<file path="config.mk">
export PLATFORM = sky130hd
export DESIGN_NAME = spi_bus_arbiter_flat
export DESIGN_NICKNAME = d
export VERILOG_FILES = /design/src/rtl/spi_bus_arbiter_pkg.sv /design/src/rtl/spi_bus_arbiter_if.sv /design/src/rtl/spi_bus_arbiter.sv /design/src/flat_wrapper.sv
export SDC_FILE = /design/constraint.sdc
export NUM_CORES = 1
export LEC_CHECK = 0
export CAP_MARGIN = 20
export CORE_AREA = 2 2 39 41
export CTS_CLUSTER_DIAMETER = 150
export DETAILED_ROUTE_END_ITERATION = 12
export DIE_AREA = 0 0 41 43
export GPL_TIMING_DRIVEN = 0
export PLACE_DENSITY = 0.81
export SYNTH_ARGS = -nofsm -noshare
export SYNTH_HDL_FRONTEND = slang
export SYNTH_SLANG_ARGS = --single-unit
</file>
<file path="constraint.sdc">
create_clock -name cpu_clk -period 1.86 [get_ports cpu_clk]
set_clock_uncertainty 0.1 [all_clocks]
set_input_delay 0.372 -clock cpu_clk [delete_from_list [all_inputs] [get_ports cpu_clk]]
set_output_delay 0.372 -clock cpu_clk [all_outputs]
set_load 0.05 [all_outputs]
</file>
<file path="src/rtl/spi_bus_arbiter_pkg.sv">
// Shared encodings for the SPI bus arbiter: FSM states, port identities
// and the owner code reported on the status output.
package spi_arb_pkg;

   typedef enum logic [1:0] {
      ST_IDLE  = 2'd0,
      ST_OWN_A = 2'd1,
      ST_OWN_B = 2'd2,
      ST_GAP   = 2'd3
   } arb_state_t;

   typedef enum logic {
      PORT_A = 1'b0,
      PORT_B = 1'b1
   } arb_port_t;

   localparam logic [1:0] OWNER_NONE = 2'b00;
   localparam logic [1:0] OWNER_A    = 2'b01;
   localparam logic [1:0] OWNER_B    = 2'b10;
   localparam logic [1:0] OWNER_GAP  = 2'b11;

   // Translate an FSM state into the externally visible owner code.
   function automatic logic [1:0] owner_code(arb_state_t st);
      logic [1:0] code;
      case (st)
         ST_OWN_A: code = OWNER_A;
         ST_OWN_B: code = OWNER_B;
         ST_GAP:   code = OWNER_GAP;
         default:  code = OWNER_NONE;
      endcase
      return code;
   endfunction

endpackage

</file>
<file path="src/rtl/spi_bus_arbiter_if.sv">
// Bundle of the two masters' request/SPI lines, the shared bus lines and
// the arbiter status. The arbiter connects through the slave modport;
// whatever drives the requests connects through the master modport.
interface spi_bus_arbiter_if;

   logic       a_req;
   logic       a_grant;
   logic       a_sel_n;
   logic       a_mosi;
   logic       a_clk_en;

   logic       b_req;
   logic       b_grant;
   logic       b_sel_n;
   logic       b_mosi;
   logic       b_clk_en;

   logic       bus_sel_n;
   logic       bus_mosi;
   logic       bus_clk_en;
   logic [1:0] owner;
   logic       proto_err;

   modport slave (
      input  a_req, a_sel_n, a_mosi, a_clk_en,
      input  b_req, b_sel_n, b_mosi, b_clk_en,
      output a_grant, b_grant,
      output bus_sel_n, bus_mosi, bus_clk_en, owner, proto_err
   );

   modport master (
      output a_req, a_sel_n, a_mosi, a_clk_en,
      output b_req, b_sel_n, b_mosi, b_clk_en,
      input  a_grant, b_grant,
      input  bus_sel_n, bus_mosi, bus_clk_en, owner, proto_err
   );

endinterface

</file>
<file path="src/rtl/spi_bus_arbiter.sv">
// Two-master SPI bus arbiter. Ownership only moves between frames and a
// guaranteed chip-select-high gap (GAP state plus one IDLE cycle)
// separates frames of successive owners. Frames are never cut short: an
// owner that drops its request mid-frame keeps the bus until sel_n rises,
// and the protocol error is latched until reset.
module spi_bus_arbiter
   import spi_arb_pkg::*;
#(
   parameter int GAP_CYCLES   = 2,
   parameter bit FIXED_PRIO_B = 1'b0
) (
   input  logic                cpu_clk,
   input  logic                rstn,
   spi_bus_arbiter_if.slave    bus_if
);

   localparam int              CNT_W    = (GAP_CYCLES > 1) ? $clog2(GAP_CYCLES) : 1;
   localparam logic [CNT_W-1:0] GAP_LOAD = CNT_W'(GAP_CYCLES - 1);

   arb_state_t       state_q, state_d;
   arb_port_t        last_owner_q, last_owner_d;
   logic [CNT_W-1:0] gap_cnt_q, gap_cnt_d;
   logic             proto_err_q, proto_err_d;
   logic             a_grant_q, a_grant_d;
   logic             b_grant_q, b_grant_d;
   logic [1:0]       owner_q, owner_d;

   // Next-state logic: arbitration in IDLE, release detection while owned,
   // and the gap countdown that enforces the chip-select-high interval.
   always_comb begin
      state_d      = state_q;
      last_owner_d = last_owner_q;
      gap_cnt_d    = gap_cnt_q;
      proto_err_d  = proto_err_q;

      case (state_q)
         ST_IDLE: begin
            if (bus_if.a_req && bus_if.b_req) begin
               if (FIXED_PRIO_B || (last_owner_q == PORT_A)) begin
                  state_d      = ST_OWN_B;
                  last_owner_d = PORT_B;
               end else begin
                  state_d      = ST_OWN_A;
                  last_owner_d = PORT_A;
               end
            end else if (bus_if.a_req) begin
               state_d      = ST_OWN_A;
               last_owner_d = PORT_A;
            end else if (bus_if.b_req) begin
               state_d      = ST_OWN_B;
               last_owner_d = PORT_B;
            end
         end
         ST_OWN_A: begin
            if (!bus_if.a_req) begin
               if (bus_if.a_sel_n) begin
                  state_d   = ST_GAP;
                  gap_cnt_d = GAP_LOAD;
               end else begin
                  proto_err_d = 1'b1;
               end
            end
         end
         ST_OWN_B: begin
            if (!bus_if.b_req) begin
               if (bus_if.b_sel_n) begin
                  state_d   = ST_GAP;
                  gap_cnt_d = GAP_LOAD;
               end else begin
                  proto_err_d = 1'b1;
               end
            end
         end
         ST_GAP: begin
            if (gap_cnt_q == '0) begin
               state_d = ST_IDLE;
            end else begin
               gap_cnt_d = gap_cnt_q - CNT_W'(1);
            end
         end
         default: state_d = ST_IDLE;
      endcase

      a_grant_d = (state_d == ST_OWN_A);
      b_grant_d = (state_d == ST_OWN_B);
      owner_d   = owner_code(state_d);
   end

   // State and registered status outputs, with synchronous active-low reset.
   always_ff @(posedge cpu_clk) begin
      if (!rstn) begin
         state_q      <= ST_IDLE;
         last_owner_q <= PORT_A;
         gap_cnt_q    <= '0;
         proto_err_q  <= 1'b0;
         a_grant_q    <= 1'b0;
         b_grant_q    <= 1'b0;
         owner_q      <= OWNER_NONE;
      end else begin
         state_q      <= state_d;
         last_owner_q <= last_owner_d;
         gap_cnt_q    <= gap_cnt_d;
         proto_err_q  <= proto_err_d;
         a_grant_q    <= a_grant_d;
         b_grant_q    <= b_grant_d;
         owner_q      <= owner_d;
      end
   end

   // Bus mux: only the registered owner reaches the pads; otherwise idle levels.
   always_comb begin
      bus_if.bus_sel_n  = 1'b1;
      bus_if.bus_mosi   = 1'b0;
      bus_if.bus_clk_en = 1'b0;
      case (state_q)
         ST_OWN_A: begin
            bus_if.bus_sel_n  = bus_if.a_sel_n;
            bus_if.bus_mosi   = bus_if.a_mosi;
            bus_if.bus_clk_en = bus_if.a_clk_en;
         end
         ST_OWN_B: begin
            bus_if.bus_sel_n  = bus_if.b_sel_n;
            bus_if.bus_mosi   = bus_if.b_mosi;
            bus_if.bus_clk_en = bus_if.b_clk_en;
         end
         default: ;
      endcase
   end

   assign bus_if.a_grant   = a_grant_q;
   assign bus_if.b_grant   = b_grant_q;
   assign bus_if.owner     = owner_q;
   assign bus_if.proto_err = proto_err_q;

endmodule

</file>
<file path="src/flat_wrapper.sv">
// flat-port wrapper written by rule: the top's interface ports become plain ports
module spi_bus_arbiter_flat import spi_arb_pkg::*;
#(
   parameter int GAP_CYCLES   = 2,
   parameter bit FIXED_PRIO_B = 1'b0
)
  (cpu_clk, rstn, bus_if_a_req, bus_if_a_sel_n, bus_if_a_mosi, bus_if_a_clk_en, bus_if_b_req, bus_if_b_sel_n, bus_if_b_mosi, bus_if_b_clk_en, bus_if_a_grant, bus_if_b_grant, bus_if_bus_sel_n, bus_if_bus_mosi, bus_if_bus_clk_en, bus_if_owner, bus_if_proto_err);
  spi_bus_arbiter_if bus_if_i ();
  input  logic cpu_clk;
  input  logic rstn;
  input wire logic [$bits(bus_if_i.a_req)-1:0] bus_if_a_req;
  input wire logic [$bits(bus_if_i.a_sel_n)-1:0] bus_if_a_sel_n;
  input wire logic [$bits(bus_if_i.a_mosi)-1:0] bus_if_a_mosi;
  input wire logic [$bits(bus_if_i.a_clk_en)-1:0] bus_if_a_clk_en;
  input wire logic [$bits(bus_if_i.b_req)-1:0] bus_if_b_req;
  input wire logic [$bits(bus_if_i.b_sel_n)-1:0] bus_if_b_sel_n;
  input wire logic [$bits(bus_if_i.b_mosi)-1:0] bus_if_b_mosi;
  input wire logic [$bits(bus_if_i.b_clk_en)-1:0] bus_if_b_clk_en;
  output wire logic [$bits(bus_if_i.a_grant)-1:0] bus_if_a_grant;
  output wire logic [$bits(bus_if_i.b_grant)-1:0] bus_if_b_grant;
  output wire logic [$bits(bus_if_i.bus_sel_n)-1:0] bus_if_bus_sel_n;
  output wire logic [$bits(bus_if_i.bus_mosi)-1:0] bus_if_bus_mosi;
  output wire logic [$bits(bus_if_i.bus_clk_en)-1:0] bus_if_bus_clk_en;
  output wire logic [$bits(bus_if_i.owner)-1:0] bus_if_owner;
  output wire logic [$bits(bus_if_i.proto_err)-1:0] bus_if_proto_err;
  assign bus_if_i.a_req = bus_if_a_req;
  assign bus_if_i.a_sel_n = bus_if_a_sel_n;
  assign bus_if_i.a_mosi = bus_if_a_mosi;
  assign bus_if_i.a_clk_en = bus_if_a_clk_en;
  assign bus_if_i.b_req = bus_if_b_req;
  assign bus_if_i.b_sel_n = bus_if_b_sel_n;
  assign bus_if_i.b_mosi = bus_if_b_mosi;
  assign bus_if_i.b_clk_en = bus_if_b_clk_en;
  assign bus_if_a_grant = bus_if_i.a_grant;
  assign bus_if_b_grant = bus_if_i.b_grant;
  assign bus_if_bus_sel_n = bus_if_i.bus_sel_n;
  assign bus_if_bus_mosi = bus_if_i.bus_mosi;
  assign bus_if_bus_clk_en = bus_if_i.bus_clk_en;
  assign bus_if_owner = bus_if_i.owner;
  assign bus_if_proto_err = bus_if_i.proto_err;
  spi_bus_arbiter #(.GAP_CYCLES(GAP_CYCLES), .FIXED_PRIO_B(FIXED_PRIO_B)) u_core (.cpu_clk(cpu_clk), .rstn(rstn), .bus_if(bus_if_i));
endmodule
</file>
==> results of run 1 <==
==> placed cells by master, fill, tap and decap left out, types with 2 or more instances in the layout <==
cell type	netlist	routed
clkdlybuf4s50_1	0	12
dfxtp_1	8	6
o21ai_0	5	5
buf_6	0	4
buf_4	2	4
a22oi_2	0	3
nor2b_2	1	3
inv_1	5	3
ha_1	5	3
clkbuf_4	0	3
nand2_1	2	2
a221oi_2	2	2
nor2_1	2	2
and2_1	2	2
a21oi_1	2	2
ha_4	0	2
dlygate4sd2_1	0	2
dfxtp_4	0	2
==> routing by layer <==
layer	track usage, %	wire [um]
met1	14.2	448
met2	23.8	599
met3	6.81	100
met4	8.00	0
met5	0	0
==> cell type report <==
| type | instances | area share (%) |
|---|---|---|
| Clock buffer | 3 | 2.79 |
| Timing Repair Buffer | 20 | 24.0 |
| Inverter | 5 | 2.79 |
| Multi-Input combinational cell | 40 | 44.9 |
| Buffer | 2 | 2.32 |
| Sequential cell | 8 | 20.7 |
| Tap cell | 16 | 2.48 |
==> worst max-delay path by stage <==
stage | slack, ns | cells past startpoint | start | endpoint
6_report | -0.01 | 4 | u_core.state_q[0]$_SDFF_PN0_ | bus_if_bus_mosi
5_1_grt | -0.06 | 4 | u_core.state_q[0]$_SDFF_PN0_ | bus_if_bus_mosi
4_1_cts | -0.04 | 4 | u_core.state_q[0]$_SDFF_PN0_ | bus_if_bus_mosi
3_5_place_dp | -0.54 | 6 | u_core.state_q[0]$_SDFF_PN0_ | bus_if_bus_mosi
3_3_place_gp | -0.53 | 4 | bus_if_b_sel_n | bus_if_bus_sel_n
2_1_floorplan | 0.08 | 5 | u_core.state_q[0]$_SDFF_PN0_ | bus_if_bus_sel_n
==> where the power goes <==
part | internal, mW | switching, mW
logic | 0.481 | 0.666
clock network | 0.0736 | 0.0559
registers | 0.262 | 0.0475
==> worst max-delay path, stage by stage (launching register included) <==
cell        delay (ns)
dfxtp_4           0.37
clkinvlp_4        0.14
ha_4              0.30
nor2b_2           0.16
buf_6             0.17
==> cell families (layout without fill, tap and decap cells) <==
group	Yosys count	count (layout)
adder cells (fa/ha/maj)	5	5
flip-flops	8	8
buffers and inverters	8	30
AO/OA/AOI/OAI	22	22
AND/OR/NAND/NOR	13	13
==> registers in the layout (all words and copies together), names as in the netlist <==
| name | flops |
|---|---|
| u_core.bus_if.a_grant | 1 |
| u_core.state_q | 2 |
| u_core.gap_cnt_q | 1 |
| u_core.last_owner_q | 1 |
| u_core.bus_if.proto_err | 1 |
| u_core.bus_if.b_grant | 1 |
| u_core.bus_if.owner | 1 |
==> repair_timing <==
| item | 4_1_cts | 5_1_grt |
|---|---|---|
| setup buffers | 1 | 2 |
| setup endpoints to repair | 5 | 3 |
| pin swaps | 0 | 4 |
| resized for setup | 30 | 6 |
==> metrics by stage <==
step	util, %	worst slack (ns)	instance area (um2)	TNS [ns]	hold WS, ns
floorplan	-	0.0772	522	0	0.347
global placement	51.4	-0.532	712	-1.49	0.336
detailed placement	51.4	-0.541	712	-1.56	0.344
CTS	55.2	-0.0400	764	-0.0400	0.349
global route	58.4	-0.0618	808	-0.126	0.370
finish	58.4	-0.0112	808	-0.0112	0.342
==> key figures, run 1 <==
Run
  • Max capacitance violation total: 0

Synthesis
  • Yosys reg bits: 8
  • Synth Instances: 56
  • Most frequent cell after synthesis: dfxtp_1
  • Synth warnings: 0
  • Post-synthesis simple-gate area fraction: around 16%
  • Synthesized area per cell: about 9.2 um2
  • Synth Flop Type: dfxtp_1
  • Yosys cell types: 26
  • Post-Synth XOR/XNOR Area: 0%
  • Cell taking the most area after synthesis: dfxtp_1
  • Combinational family with the most area after synthesis: compound AO/OA/AOI/OAI gates
  • Post-synthesis mux area share: 0%
  • Largest cells by area after synthesis: dfxtp_1 (31%), ha_1 (12%), a221oi_2 (5.8%)
  • Top cells by count, synth: dfxtp_1 (8), ha_1 (5), inv_1 (5), o21ai_0 (5), a22oi_1 (4)
  • Synth top area share: a little under a third
  • Seq/Total Area, Yosys: between 30% and 40%
  • Syn nets: 71
  • Fraction of registers with async set/reset: 0%
  • Complex-gate fraction of the synthesized area: 32.9%
  • Post-synth EDFFs: 0
  • Adder-Cell Fraction of Synth Area: between 10% and 20%
  • Area of the mapped netlist: 517 um2

Timing
  • Fin. max-slew vios: 0
  • Minimum clock period: ~1.9 ns
  • Period utilisation layout: 101%
  • Finish-stage setup viols: 1
  • Slew @ Worst Pin: slightly below 0.5 ns
  • Unrepaired setup endpoints after global routing: true
  • Final Hold Fails: 0
  • Setup ws final: -0.0112 ns
  • Slew HR: between 60% and 70%
  • FMAX: around 530 MHz

Floorplanning
  • Die X: between 40 and 50 um
  • Die area: roughly 1800 um2
  • FP Rows: 14
  • Die Ht: between 40 and 50 um
  • Ports: 18
  • Core area: around 1400 um2
  • Initial Util: a little under two fifths

Pwr
  • Final Power: 1.59 mW
  • Max rail drop VDD: 0.000656 V
  • Pleak: roughly 0.31 nW
  • Pwr dens: 1960 nW/um2

Routing
  • Vias per cell: between 5 and 6
  • Iteration-0 DRC Markers: 6
  • Number of routed nets with antenna violations: 0
  • DRC Markers: 0
  • Routed wire length: between 1000 and 1500 um
  • DR vias: roughly 490
  • WL per Instance: around 12 um
  • First drt pass iteration count: 4

Cells and area
  • FILL cells: between 100 and 150
  • Layout cell share with drive strength beyond 1: ~36%
  • Multi-input gate area: around 360 um2
  • Layout area overhead: 56.4%
  • Fin cells: 94
  • # diodes: 0
  • FF/Latch Area: 168 um2
  • Nets: 95

Min path
  • Worst hold path class: reg -> reg
  • Hold_sp: u_core.bus_if.proto_err$_SDFFE_PN0P_
  • Hold Path End: u_core.bus_if.proto_err$_SDFFE_PN0P_
  • Hold path cells: 2

Placement
  • RePlAce Congestion: a little over 0.7
  • IO buf count: 17
  • Hpwl dp: between 800 and 900 um
  • Placed insts: 89

Global route
  • First-pass GRT wire length: 1640 um
  • Initial antenna violation count: 0
  • Largest net degree at the start of global routing: 10
  • Vias in the first global route: between 400 and 500
  • GR Util All Layers: between 10 and 15%
  • Congestion Overflow GR: 0

Clocking
  • CTS Hold Bufs: 0
  • Clock slew at reported path FFs: around 0.050 ns
  • CTS Buffer Depth: 2
  • Clock H-tree levels: 1
  • CTS buffer count: 3
  • Clock Latency Late Sink: around 0.26 ns
  • CTS tree: yes
  • Clock root cell: clkbuf_4
  • CTS sink cnt: 8

Status
  • Failing checks: negative setup slack
  • Status: finished, violations left

Worst setup path
  • RR Endpoint: u_core.bus_if.b_grant$_SDFF_PN0_
  • Worst Setup End Kind: primary output
  • Reg2reg setup slack: approximately 0.2 ns
  • CP Class: reg -> out
  • Crit Reg-Reg Startpoint: u_core.state_q[1]$_SDFF_PN0_
  • Crit Path Max Fanout: 5
  • Worst Path Required: 1.39 ns
  • CP startpoint kind: flip-flop
  • R2R cell count: 6
  • CP Data Arrival Time: ~1.4 ns
Power figures use the tool's default switching activity.
==> run 2: changes to the inputs <==
--- a/config.mk
+++ b/config.mk
@@ -5,13 +5,14 @@
 export SDC_FILE = /design/constraint.sdc
 export NUM_CORES = 1
 export LEC_CHECK = 0
+export ABC_AREA = 1
 export CAP_MARGIN = 20
 export CORE_AREA = 2 2 39 41
 export CTS_CLUSTER_DIAMETER = 150
 export DETAILED_ROUTE_END_ITERATION = 12
 export DIE_AREA = 0 0 41 43
 export GPL_TIMING_DRIVEN = 0
-export PLACE_DENSITY = 0.81
+export PLACE_DENSITY = 0.8
 export SYNTH_ARGS = -nofsm -noshare
 export SYNTH_HDL_FRONTEND = slang
 export SYNTH_SLANG_ARGS = --single-unit
==> run 2 against run 1 <==
  * The run now ends clean
  * Non-clock buffer count down 2
  * Fmax rose by 2.9%
  * Sequential share of layout area grew 0.49 points
  * First-iteration DRC count increased by 120%
  * Clock-buffer cell count is the same
  * Sequential power fell by 27%
  * Hold slack better by 0.021 ns
  * Total power is 53% lower
  * Die area unchanged
  * Via count grew 13%
  * Largest cell class unchanged
  * Highest routed layer is now met4
==> key figures, run 2 <==
Global route
  • First-pass GRT wire length: slightly below 2000 um
  • Vias in the first global route: slightly above 500
  • GR Util met3: 6.28%
  • Initial antenna violation count: 0
  • Congestion Overflow GR: 0
  • GR peak layer: met2
  • Largest net degree at the start of global routing: 8
  • M1 GR Usage: a little under a fifth
  • GR Util All Layers: between 10% and 20%
  • Met2 Use GR: roughly 26%

Timing
  • Slew @ Worst Pin: between 0.5 and 0.6 ns
  • Setup TNS: 0 ns
  • FMAX: ~550 MHz
  • Minimum clock period: around 1.8 ns
  • Finish-stage setup viols: 0
  • Slew HR: between 60% and 70%
  • Setup ws final: roughly 0.042 ns
  • Unrepaired setup endpoints after global routing: true
  • Fin. max-slew vios: 0
  • Final Hold Fails: 0
  • Period utilisation layout: approximately 100%

Placement
  • Hpwl dp: just under 900 um
  • IO buf count: 17
  • Placed insts: 110
  • Post-Place Setup Slack: -0.555 ns
  • RePlAce Congestion: 0.738

Status
  • Status: completed

Cells and area
  • Core Util, Final: roughly 57%
  • Fin cells: around 120
  • # diodes: 0
  • Layout area overhead: 57.4%
  • Layout cell share with drive strength beyond 1: ~22%
  • Max reg flops: 2
  • Register with the most flip-flops: u_core.state_q
  • Multi-input gate area: roughly 330 um2
  • Nets: ~120
  • Commonest non-fill, non-tap cell in the layout: nand2_1
  • FILL cells: 118
  • Most frequent cells in the layout: nand2_1 (21), inv_1 (12), clkdlybuf4s50_1 (10)
  • FF/Latch Area: 168 um2

Synthesis
  • Fraction of registers with async set/reset: 0%
  • Yosys reg bits: 8
  • Most frequent cell after synthesis: nand2_1
  • Largest cells by area after synthesis: dfxtp_1 (32%), nand2_1 (16%), ha_1 (12%)
  • Post-synth EDFFs: 0
  • Synth Instances: 77
  • Seq/Total Area, Yosys: 31.9%
  • Yosys cell types: 14
  • Cell taking the most area after synthesis: dfxtp_1
  • Top cells by count, synth: nand2_1 (21), inv_1 (14), dfxtp_1 (8), nor2_1 (8)
  • Synth top area share: 31.9%
  • Synth Flop Type: dfxtp_1
  • Area of the mapped netlist: ~500 um2
  • Synthesized area per cell: 6.52 um2
  • Syn nets: 92
  • Synth warnings: 0

Worst setup path
  • Largest stage delay, worst path: 0.48 ns
  • Worst Setup End Kind: primary output
  • CP Data Arrival Time: 1.35 ns
  • CP startpoint kind: flip-flop
  • Worst path slowest cell: clkdlybuf4s15_1
  • Crit Path Max Fanout: 3
  • Worst-path cell chain: buf_4, buf_4, clkdlybuf4s15_1
  • Most used cell, CP: buf_4
  • Worst Path Required: about 1.4 ns
  • CP Class: reg -> out

Routing
  • First drt pass iteration count: 4
  • DRC Markers: 0
  • Number of routed nets with antenna violations: 0
  • Routed wire length: around 1200 um
  • Iteration-0 DRC Markers: 13
  • WL per Instance: 10.7 um
  • Vias per cell: 4.76
  • DR vias: about 550

Clocking
  • CTS sink cnt: 8
  • Clock root cell: clkbuf_4
  • CTS buffer count: 3
  • CTS tree: yes
  • CTS Hold Bufs: 0
  • CTS Buffer Depth: 2
  • Clock Latency Late Sink: approximately 0.26 ns
  • Clock slew at reported path FFs: ~0.060 ns
  • Clock H-tree levels: 1

Pwr
  • Pwr dens: approximately 950 nW/um2
  • Final Power: approximately 0.75 mW
  • Pleak: 0.406 nW
  • Max rail drop VDD: approximately 0.0004 V

Floorplanning
  • Die Ht: 43 um
  • Initial Util: 36.3%
  • Die area: 1760 um2
  • Core area: roughly 1400 um2
  • Ports: 18
  • Die X: 41 um
  • FP Rows: 14

Min path
  • Worst hold path class: reg -> reg

Run
  • Max capacitance violation total: 0
==> run 2: cell count changes after synthesis, moves of 3 or more <==
cell,previous run,this run
nand2_1,2,21
a22oi_1,4,0
nor2b_1,3,0
nand2_2,0,3
a21oi_1,2,5
nand3_1,0,5
nor2_1,2,8
inv_1,5,14
==> run 2: power breakdown <==
| part | switching (mW) | internal, mW |
|---|---|---|
| clock network | 0.0610 | 0.0740 |
| registers | 0.0215 | 0.204 |
| logic | 0.240 | 0.147 |
| total | 0.323 | 0.425 |
==> run 2: area by class of cell <==
cell class	count	share of cell area (%)
Multi-Input combinational cell	54	41.4
Timing Repair Buffer	19	23.5
Sequential cell	8	21.2
Inverter	14	7.61
Clock buffer	3	2.85
Tap cell	16	2.54
Buffer	1	0.951
==> run 2: through the flow <==
step	hold slack (ns)	area, um2
final	0.363	790
after floorplan	0.343	502
after global routing	0.394	790
after global placement	0.355	692
after CTS	0.368	763
after detailed placement	0.361	692
==> run 2: final timing paths <==
kind / cells past startpoint / to / slack [ns] / start
setup / recovery: 3 / bus_if_owner[0] / 0.04 / u_core.state_q[0]$_SDFF_PN0_
hold / removal: 2 / u_core.bus_if.proto_err$_SDFFE_PN0P_ / 0.36 / u_core.bus_if.proto_err$_SDFFE_PN0P_
setup reg to reg: 8 / u_core.state_q[1]$_SDFF_PN0_ / 0.43 / u_core.state_q[0]$_SDFF_PN0_
hold reg to reg: 2 / u_core.bus_if.proto_err$_SDFFE_PN0P_ / 0.36 / u_core.bus_if.proto_err$_SDFFE_PN0P_
==> run 2: timing repair <==
item | in CTS | in global routing
gates resized for setup | 33 | 8
buffers inserted | 1 | 1
pin swaps | 0 | 1
endpoints found under the setup margin | 5 | 6
gates cloned | 0 | 0
==> run 2: logic make-up after synthesis <==
| kind of cell | after synthesis | share of synthesized area (%) |
|---|---|---|
| flops | 8 | 31.9 |
| buf+inv | 15 | 12.0 |
| simple gates | 39 | 32.9 |
| compound gates | 10 | 10.7 |
| fa+ha+maj | 5 | 12.5 |
==> run 2: per-layer routing <==
metal	part of all wire, %	vias up
met2	50	24
met5	0	-
met4	1.4	0
met1	41	238
li1	-	283
met3	6.9	2
==> run 2: worst max-delay path, delay by kind of cell (launching register included) <==
kind | cells | cell delay [ns]
buf+inv | 3 | 0.70
flops | 1 | 0.39
